===== src/rtl/i2c_sequencer.sv =====
// i2c_sequencer: turns one register-style request (address, direction,
// 1..4 bytes) into a START/address, data-byte and STOP command sequence
// for a byte-level I2C master. Any ISSUE_*/WAIT_* state that lasts too
// long aborts straight to DONE with an error flag and no STOP.
module i2c_sequencer #(
    parameter int TIMEOUT_CYC = 100000,
    parameter int TO_W        = 17
) (
    input  logic        clk,
    input  logic        reset,
    // request / response side
    input  logic        req_valid,
    output logic        req_ready,
    input  logic [6:0]  req_addr,
    input  logic        req_rw,
    input  logic [1:0]  req_len,
    input  logic [31:0] req_wdata,
    output logic        rsp_valid,
    output logic        rsp_err,
    output logic [31:0] rsp_rdata,
    output logic        busy,
    // byte-level master side
    output logic        i2c_en,
    output logic        start,
    output logic        stop,
    output logic [7:0]  tx_data,
    input  logic        ready,
    input  logic [7:0]  rx_data,
    input  logic        tx_done
);

    typedef enum logic [2:0] {
        IDLE,
        ISSUE_ADDR,
        WAIT_ADDR,
        ISSUE_DATA,
        WAIT_DATA,
        ISSUE_STOP,
        WAIT_STOP,
        DONE
    } state_t;

    localparam logic [TO_W-1:0] TO_LIMIT = TO_W'(TIMEOUT_CYC - 1);
    localparam logic [TO_W-1:0] TO_ONE   = TO_W'(1);

    state_t            state_q, state_d;
    logic [1:0]        idx_q, idx_d;
    logic [TO_W-1:0]   to_cnt_q, to_cnt_d;
    logic              seen_low_q, seen_low_d;
    logic              err_q, err_d;
    logic [6:0]        addr_q, addr_d;
    logic              rw_q, rw_d;
    logic [1:0]        len_q, len_d;
    logic [31:0]       wdata_q, wdata_d;
    logic [31:0]       rdata_q, rdata_d;

    logic              en_c, start_c, stop_c;
    logic [7:0]        tx_c;
    logic              in_timed;
    logic              timeout;
    logic              cmd_done;
    logic [7:0]        wbyte [4];

    // tx_done is informational only; sequencing relies on ready alone
    logic              unused_tx_done;
    assign unused_tx_done = tx_done;

    // split the latched write word into bytes, byte 0 goes out first
    for (genvar gi = 0; gi < 4; gi++) begin : g_wbyte
        assign wbyte[gi] = wdata_q[8*gi +: 8];
    end

    // state register and all datapath registers
    always_ff @(posedge clk) begin
        if (reset) begin
            state_q    <= IDLE;
            idx_q      <= '0;
            to_cnt_q   <= '0;
            seen_low_q <= 1'b0;
            err_q      <= 1'b0;
            addr_q     <= '0;
            rw_q       <= 1'b0;
            len_q      <= '0;
            wdata_q    <= '0;
            rdata_q    <= '0;
        end else begin
            state_q    <= state_d;
            idx_q      <= idx_d;
            to_cnt_q   <= to_cnt_d;
            seen_low_q <= seen_low_d;
            err_q      <= err_d;
            addr_q     <= addr_d;
            rw_q       <= rw_d;
            len_q      <= len_d;
            wdata_q    <= wdata_d;
            rdata_q    <= rdata_d;
        end
    end

    // next-state, command outputs, timeout and completion tracking
    always_comb begin
        state_d    = state_q;
        idx_d      = idx_q;
        err_d      = err_q;
        addr_d     = addr_q;
        rw_d       = rw_q;
        len_d      = len_q;
        wdata_d    = wdata_q;
        rdata_d    = rdata_q;
        seen_low_d = seen_low_q;
        to_cnt_d   = to_cnt_q;
        en_c       = 1'b0;
        start_c    = 1'b0;
        stop_c     = 1'b0;
        tx_c       = 8'h00;

        in_timed = (state_q != IDLE) && (state_q != DONE);
        timeout  = in_timed && (to_cnt_q == TO_LIMIT);
        // a command finishes only once ready has been seen low after acceptance
        cmd_done = seen_low_q && ready;

        case (state_q)
            IDLE: begin
                if (req_valid) begin
                    addr_d  = req_addr;
                    rw_d    = req_rw;
                    len_d   = req_len;
                    wdata_d = req_wdata;
                    rdata_d = '0;
                    err_d   = 1'b0;
                    state_d = ISSUE_ADDR;
                end
            end
            ISSUE_ADDR: begin
                en_c    = 1'b1;
                start_c = 1'b1;
                tx_c    = {addr_q, rw_q};
                if (ready) state_d = WAIT_ADDR;
            end
            WAIT_ADDR: begin
                if (cmd_done) begin
                    idx_d   = '0;
                    state_d = ISSUE_DATA;
                end
            end
            ISSUE_DATA: begin
                en_c = 1'b1;
                tx_c = rw_q ? 8'h00 : wbyte[idx_q];
                if (ready) state_d = WAIT_DATA;
            end
            WAIT_DATA: begin
                if (cmd_done) begin
                    if (rw_q) rdata_d[{idx_q, 3'b000} +: 8] = rx_data;
                    if (idx_q == len_q) begin
                        state_d = ISSUE_STOP;
                    end else begin
                        idx_d   = idx_q + 2'd1;
                        state_d = ISSUE_DATA;
                    end
                end
            end
            ISSUE_STOP: begin
                en_c   = 1'b1;
                stop_c = 1'b1;
                if (ready) state_d = WAIT_STOP;
            end
            WAIT_STOP: begin
                if (cmd_done) state_d = DONE;
            end
            DONE: begin
                state_d = IDLE;
            end
            default: begin
                state_d = IDLE;
            end
        endcase

        // timeout wins over everything: abandon the command, no STOP
        if (timeout) begin
            state_d = DONE;
            err_d   = 1'b1;
            idx_d   = idx_q;
            rdata_d = rdata_q;
            en_c    = 1'b0;
            start_c = 1'b0;
            stop_c  = 1'b0;
            tx_c    = 8'h00;
        end

        if (state_d != state_q) begin
            seen_low_d = 1'b0;
            to_cnt_d   = '0;
        end else begin
            if ((state_q == WAIT_ADDR || state_q == WAIT_DATA ||
                 state_q == WAIT_STOP) && !ready) begin
                seen_low_d = 1'b1;
            end
            to_cnt_d = in_timed ? (to_cnt_q + TO_ONE) : '0;
        end
    end

    // outputs are forced quiet while reset is held
    always_comb begin
        req_ready = !reset && (state_q == IDLE);
        busy      = !reset && (state_q != IDLE);
        rsp_valid = !reset && (state_q == DONE);
        rsp_err   = !reset && (state_q == DONE) && err_q;
        rsp_rdata = reset ? 32'h0 : rdata_q;
        i2c_en    = !reset && en_c;
        start     = !reset && start_c;
        stop      = !reset && stop_c;
        tx_data   = reset ? 8'h00 : tx_c;
    end

endmodule


===== config.mk =====
export PLATFORM = sky130hd
export DESIGN_NAME = i2c_sequencer
export DESIGN_NICKNAME = d
export VERILOG_FILES = /design/src/rtl/i2c_sequencer.sv
export SDC_FILE = /design/constraint.sdc
export NUM_CORES = 1
export LEC_CHECK = 0
export BUFFER_PORTS_ARGS = -buffer_cell sky130_fd_sc_hd__clkbuf_2
export CAP_MARGIN = 10
export CORE_MARGIN = 2
export CORE_UTILIZATION = 42
export CTS_CLUSTER_SIZE = 12
export DETAILED_ROUTE_END_ITERATION = 6
export PLACE_DENSITY_LB_ADDON = 0.25
export SYNTH_ARGS = -nofsm -noshare
export SYNTH_HDL_FRONTEND = slang
export SYNTH_SLANG_ARGS = --single-unit

===== constraint.sdc =====
create_clock -name clk -period 2.8 [get_ports clk]
set_input_delay 0.56 -clock clk [delete_from_list [all_inputs] [get_ports clk]]
set_output_delay 0.56 -clock clk [all_outputs]
set_load 0.005 [all_outputs]

==> results.toml, run 1 <==
[sta]
setup-tns-final_ps = 0
finalCritPeriodShare = 0.943
setup_viol = 0
worst_pin_slew_ps = 743
grt_setup_unrepaired = "no"
fin_crit_ps = 2640
max_slew_margin = 0.505
finalWorstSetupSlack_ps = 160
drv_slew = 0
fmax_ghz = 0.379
hold_violations = 0
finClkSkew_ps = 7.08

[worst_setup_path]
cp_slowest_cell = "or4_1"
path_class = "flip-flop to primary output"
start_kind = "flip-flop"
critPathTopFamily = "simple AND/OR/NAND/NOR gates"
crit_arrival_ps = 2080
cp_num_buf_inv = 2
critPathCaptureType = "primary output"
required_ps = 2240
cp_slowest_stage_delay_ps = 540
crit_chain = "or4_1 -> nor4_2 -> nand3_1 -> nand3b_1 -> buf_4 -> nor2_1 -> clkbuf_2"
r2r_slack_ps = 440
path_max_fanout = 7

[power]
vdd_drop_max_v = 0.000343
p_leak_nw = 2.47
powerDensity_mw_per_mm2 = 503

[clock_tree]
htreeDepth = 3
holdBufCountCts = 0
cts_tree = "built"
clk_pin_slew_worst_paths_ps = 70
cts_buffers = 9
clock_sinks = 98
ctsRootBufferMaster = "clkbuf_16"
clk_latency_ps = 340
cts_buffer_depth = 2

[finish]
fin_nets = 715
final_cell_mix = "nand2_1 (114), clkbuf_2 (100), dfxtp_1 (96)"
area_growth_syn_to_layout_pct = 18.4
antenna_cells = 0
final_util = 0.511
multiInputGateArea_mm2 = 0.00279
drive_gt1_frac = 0.272
fillCellCount = 1105
final_common_cell = "nand2_1"
regArea_mm2 = 0.00196

[placed_design]
place_ws_ps = 337
hpwl_um = 8190
gp_congestion = 0.811
port_buffers = 100

[floorplan]
die_h_um = 113
num_io_pins = 102
rows = 39
start_util = 0.431
dieArea_mm2 = 0.0127
core_mm2 = 0.0115
fp.dieW_um = 113

[synth]
async_reset_ff_frac = 0
yosys_warnings = 0
ys_types = 47
synth_area_leader_cell = "dfxtp_1"
synthAdderAreaFrac = 0.0127
yosysTopAreaCellShare = 0.397
ys.flop_type = "dfxtp_1"
synth-xor-area-share = 0.0301
seq_area_frac_synth = 0.397
synth_area_per_cell_um2 = 8.77
synth-edff-count = 0
synth_nets = 624
muxShareOfSynthArea = 0.138
synth_top_family_by_area = "simple AND/OR/NAND/NOR gates"
synth_compound_area_frac = 0.0987
synthCells = 564
syn_area_mm2 = 0.00494
synth-simple-area-share = 0.283
synth_seq_cells = 98
synthTopCellsByArea = "dfxtp_1 (40%), mux2_4 (9.7%), nand2_1 (8.7%), a21oi_1 (5.8%), and2_1 (4.6%)"

[drt]
wl_per_cell_um = 14.3
wl_um = 11500
via_per_inst = 5.09
vias = 4081
ant_nets = 0
firstDrtPassIters = 4
drc = 0
drt_iter0_drc = 308

[grt]
antenna_found_initial = 0
grt_pass1_vias = 3945
track_usage = 0.185
grt_pass1_wl_um = 18900
grt_max_degree = 88
grt_overflow = 0

[worst_hold_path]
hp-class = "primary input to flip-flop"

[status]
status = "finished, final reports clean"

[run]
cap_violations = 0
report_power, final:
group	internal, mW	switching (mW)
clock network	0.600	0.541
logic	0.137	0.196
registers	1.44	0.0314
total	2.18	0.768
cell type report:
cell class | count | area share
Multi-Input combinational cell | 424 | 0.476
Sequential cell | 98 | 0.335
Timing Repair Buffer | 116 | 0.108
Clock buffer | 9 | 0.0385
Tap cell | 143 | 0.0306
Clock inverter | 6 | 0.00748
Inverter | 6 | 0.00385
synthesized netlist by cell type, types with 2 or more instances:
library cell,number
a211oi_1,2
a21oi_1,57
a22oi_1,8
a2bb2oi_1,2
a31oi_1,2
and2_1,36
and3_1,3
and4_1,4
buf_1,3
buf_2,5
buf_4,2
buf_6,4
clkbuf_1,22
dfxtp_1,98
ha_1,5
inv_1,6
mux2_4,32
mux2i_1,2
mux4_2,8
nand2_1,114
nand3_1,7
nand3b_1,3
nand4_1,3
nor2_1,36
nor2b_1,35
nor3_1,6
nor3b_1,6
nor4_1,5
nor4bb_1,2
o21ai_0,6
or3_1,9
xnor2_1,11
xor2_1,6
through the flow:
stage	area [um2]	instances	total power [mW]	hold WS [ps]
4_1_cts	5840	801	2.98	415
6_report	5860	802	2.95	429
5_1_grt	5860	802	3.09	417
3_3_place_gp	5560	784	1.83	440
3_5_place_dp	5560	784	1.84	447
2_1_floorplan	4940	564	1.74	432
kinds of logic after synthesis:
logic type      after synthesis
fa+ha+maj                     5
simple gates                277
buf+inv                      42
mux                          42
flops                        98
compound gates               83
xor+xnor                     17
sequential cells by signal, indices dropped and copies added (netlist names):
name and cells:
wdata_q 32, to_cnt_q 17, state_q 3, idx_q 2
seen_low_q 1, err_q 1, rdata_q 32, len_q 2
addr_q 7, rw_q 1
routing by layer:
layer / part of all wire / global-route usage / up-vias
met5: 0 / 0 / -
met4: 0.015 / 0.0593 / 0
met3: 0.050 / 0.0416 / 12
met2: 0.44 / 0.294 / 106
met1: 0.49 / 0.251 / 1865
li1: - / - / 2098
path summary, 6_finish.rpt:
check                                        startpoint                  endpoint  depth (start not counted)
worst max-delay path            to_cnt_q[11]$_SDFF_PP0_                tx_data[2]                          7
worst max register to register   to_cnt_q[0]$_SDFF_PP0_  rdata_q[30]$_SDFFE_PP0P_                          6
worst min-delay path                        req_addr[4]    addr_q[4]$_SDFFE_PP0P_                          3
worst min register to register  wdata_q[3]$_SDFFE_PP0P_   wdata_q[3]$_SDFFE_PP0P_                          2
tightest hold or removal path: stages:
cell,delay [ps]
clkbuf_2,80
nand2_1,40
a21oi_1,50
repair_timing:
action | 4_1_cts | 5_1_grt
resized for setup | 0 | 3
pin swaps | 0 | 1
setup endpoints to repair | 7 | 8
setup buffers | 2 | 1
(Power assumes the default switching activity.)
==> run 2: changes to the inputs <==
==> constraint.sdc (replaced) <==
create_clock -name clk -period 2.72 [get_ports clk]
set_input_delay 0.544 -clock clk [delete_from_list [all_inputs] [get_ports clk]]
set_output_delay 0.544 -clock clk [all_outputs]
set_load 0.005 [all_outputs]
==> run 2 against run 1 <==
- sequential power rose by 3%
- flip-flop and latch count unchanged
- die area unchanged
- register-to-register slack hardly changed
- combinational power is 5% higher
- critical path depth unchanged
- count of clock-buffer cells in the layout is the same
- critical endpoint is now tx_data[1]
- hold slack got worse by 32 ps
- wire length up 1.8%
- first-iteration DRC count fell by 28%
==> results.toml, run 2 (same netlist as run 1, synthesis figures left out) <==
[placed_design]
gp_congestion = 0.828
hpwl_um = 8400
port_buffers = 100

[drt]
wl_per_cell_um = 14.5
via_per_inst = 5.17
ant_nets = 0
drt_iter0_drc = 223
firstDrtPassIters = 5
vias = 4179
drc = 0
wl_um = 11700

[sta]
max_slew_margin = 0.507
finalCritPeriodShare = 0.966
worst_pin_slew_ps = 734
setup_viol = 0
hold_violations = 0
finClkSkew_ps = 7.61
fmax_ghz = 0.380
fin_crit_ps = 2630
drv_slew = 0
grt_setup_unrepaired = "yes"
setup-tns-final_ps = 0

[grt]
grt_overflow = 0
track_usage = 0.185
grt_pass1_wl_um = 19100
grt_pass1_vias = 3942
grt_max_degree = 44
antenna_found_initial = 0

[finish]
regArea_mm2 = 0.00197
fillCellCount = 1127
final_common_cell = "nand2_1"
largest_registers = "rdata_q x32, wdata_q x32, to_cnt_q x17"
final_util = 0.518
fin_nets = 720
drive_gt1_frac = 0.283
area_growth_syn_to_layout_pct = 20.2
multiInputGateArea_mm2 = 0.00281
antenna_cells = 0
final_cell_mix = "nand2_1 (114), clkbuf_2 (100), dfxtp_1 (95)"

[clock_tree]
cts_buffers = 9
clk_pin_slew_worst_paths_ps = 80
holdBufCountCts = 0
clk_latency_ps = 360
htreeDepth = 3
cts_tree = "built"
clock_sinks = 98
cts_buffer_depth = 2
ctsRootBufferMaster = "clkbuf_16"

[run]
cap_violations = 0

[floorplan]
dieArea_mm2 = 0.0127
die_h_um = 113
rows = 39
num_io_pins = 102
fp.dieW_um = 113
core_mm2 = 0.0115
start_util = 0.431

[power]
combPwrFrac = 0.112
powerDensity_mw_per_mm2 = 529
power_mw = 3.15
switching_share = 0.275
p_leak_nw = 2.51
p_int_mw = 2.28
seqPwrFrac = 0.481
switchingPower_mw = 0.864
pwr-share-clk = 0.407
vdd_drop_max_v = 0.000319

[worst_hold_path]
min_from = "req_wdata[13]"
hold_end = "wdata_q[13]$_SDFFE_PP0P_"
hold_depth = 3
hp-class = "primary input to flip-flop"

[worst_setup_path]
start_kind = "flip-flop"
crit_arrival_ps = 2080
cp_slowest_cell = "or4_4"
required_ps = 2180
cp_slowest_stage_delay_ps = 540
crit_chain = "or4_4 -> nor4_4 -> nand3_2 -> nand3b_1 -> buf_6 -> nor2_1 -> clkbuf_2"
critPathCaptureType = "primary output"
r2r-start = "idx_q[0]$_SDFFE_PP0P_"
crit_start = "to_cnt_q[11]$_SDFF_PP0_"
path_class = "flip-flop to primary output"
path_max_fanout = 6
worst_r2r_path_depth = 8
r2r-end = "rdata_q[9]$_SDFFE_PP0P_"
r2r_slack_ps = 440

[status]
status = "finished, final reports clean"
[run 2: changes by cell type in the layout (fill, tap and decap cells not counted), moves of 2 or more]
cell and change:
buf_4 +5, inv_8 +2, clkinv_2 -2, clkinv_8 +2
[run 2: metrics by stage]
| stage | hold WS (ps) | instance area, um2 | std cells | setup WS (ps) |
|---|---|---|---|---|
| after floorplan | 432 | 4940 | 564 | 563 |
| after global placement | 440 | 5580 | 789 | 391 |
| after detailed placement | 445 | 5580 | 789 | 365 |
| after CTS | 395 | 5900 | 807 | 99.2 |
| after global routing | 400 | 5940 | 808 | 2.08 |
| final | 398 | 5940 | 808 | 91.5 |
[run 2: worst max-delay path by stage]
stage | end | depth (start not counted)
2_1_floorplan | tx_data[6] | 6
3_3_place_gp | tx_data[0] | 6
3_5_place_dp | tx_data[7] | 6
4_1_cts | tx_data[1] | 7
5_1_grt | tx_data[2] | 7
6_report | tx_data[1] | 7
[run 2: worst max-delay path: cells and delay by family, from the launching register on]
family	cells	cell delay, ps
simple gates	5	1130
flops	1	350
buf+inv	2	250
[run 2: power groups by stage]
stage               Combinational, mW  Sequential [mW]  Clock, mW
detailed placement              0.349             1.55          0
global placement                0.342             1.55          0
CTS                             0.353             1.51       1.32
global route                    0.390             1.52       1.38
floorplan                       0.254             1.54          0
finish                          0.351             1.51       1.28
[run 2: cell type report]
type | count | share of cell area
sequential | 98 | 0.331
timing repair buffer | 121 | 0.111
tap | 143 | 0.0301
clock buffer | 9 | 0.0379
inverter | 6 | 0.00379
multi-input combinational | 424 | 0.472
clock inverter | 7 | 0.0137
[run 2: timing repair]
item	4_1_cts	5_1_grt
endpoints found under the setup margin	2	9
setup buffers	2	1
pin swaps	0	2
gates resized for setup	0	9
[run 2: metal layers]
layer  vias up  global-route usage  wire length, um
li1       2113                   -                -
met1      1946               0.252             5450
met2       108               0.293             5500
met3        12              0.0437              568
met4         0              0.0585              166
met5         -                   0                0
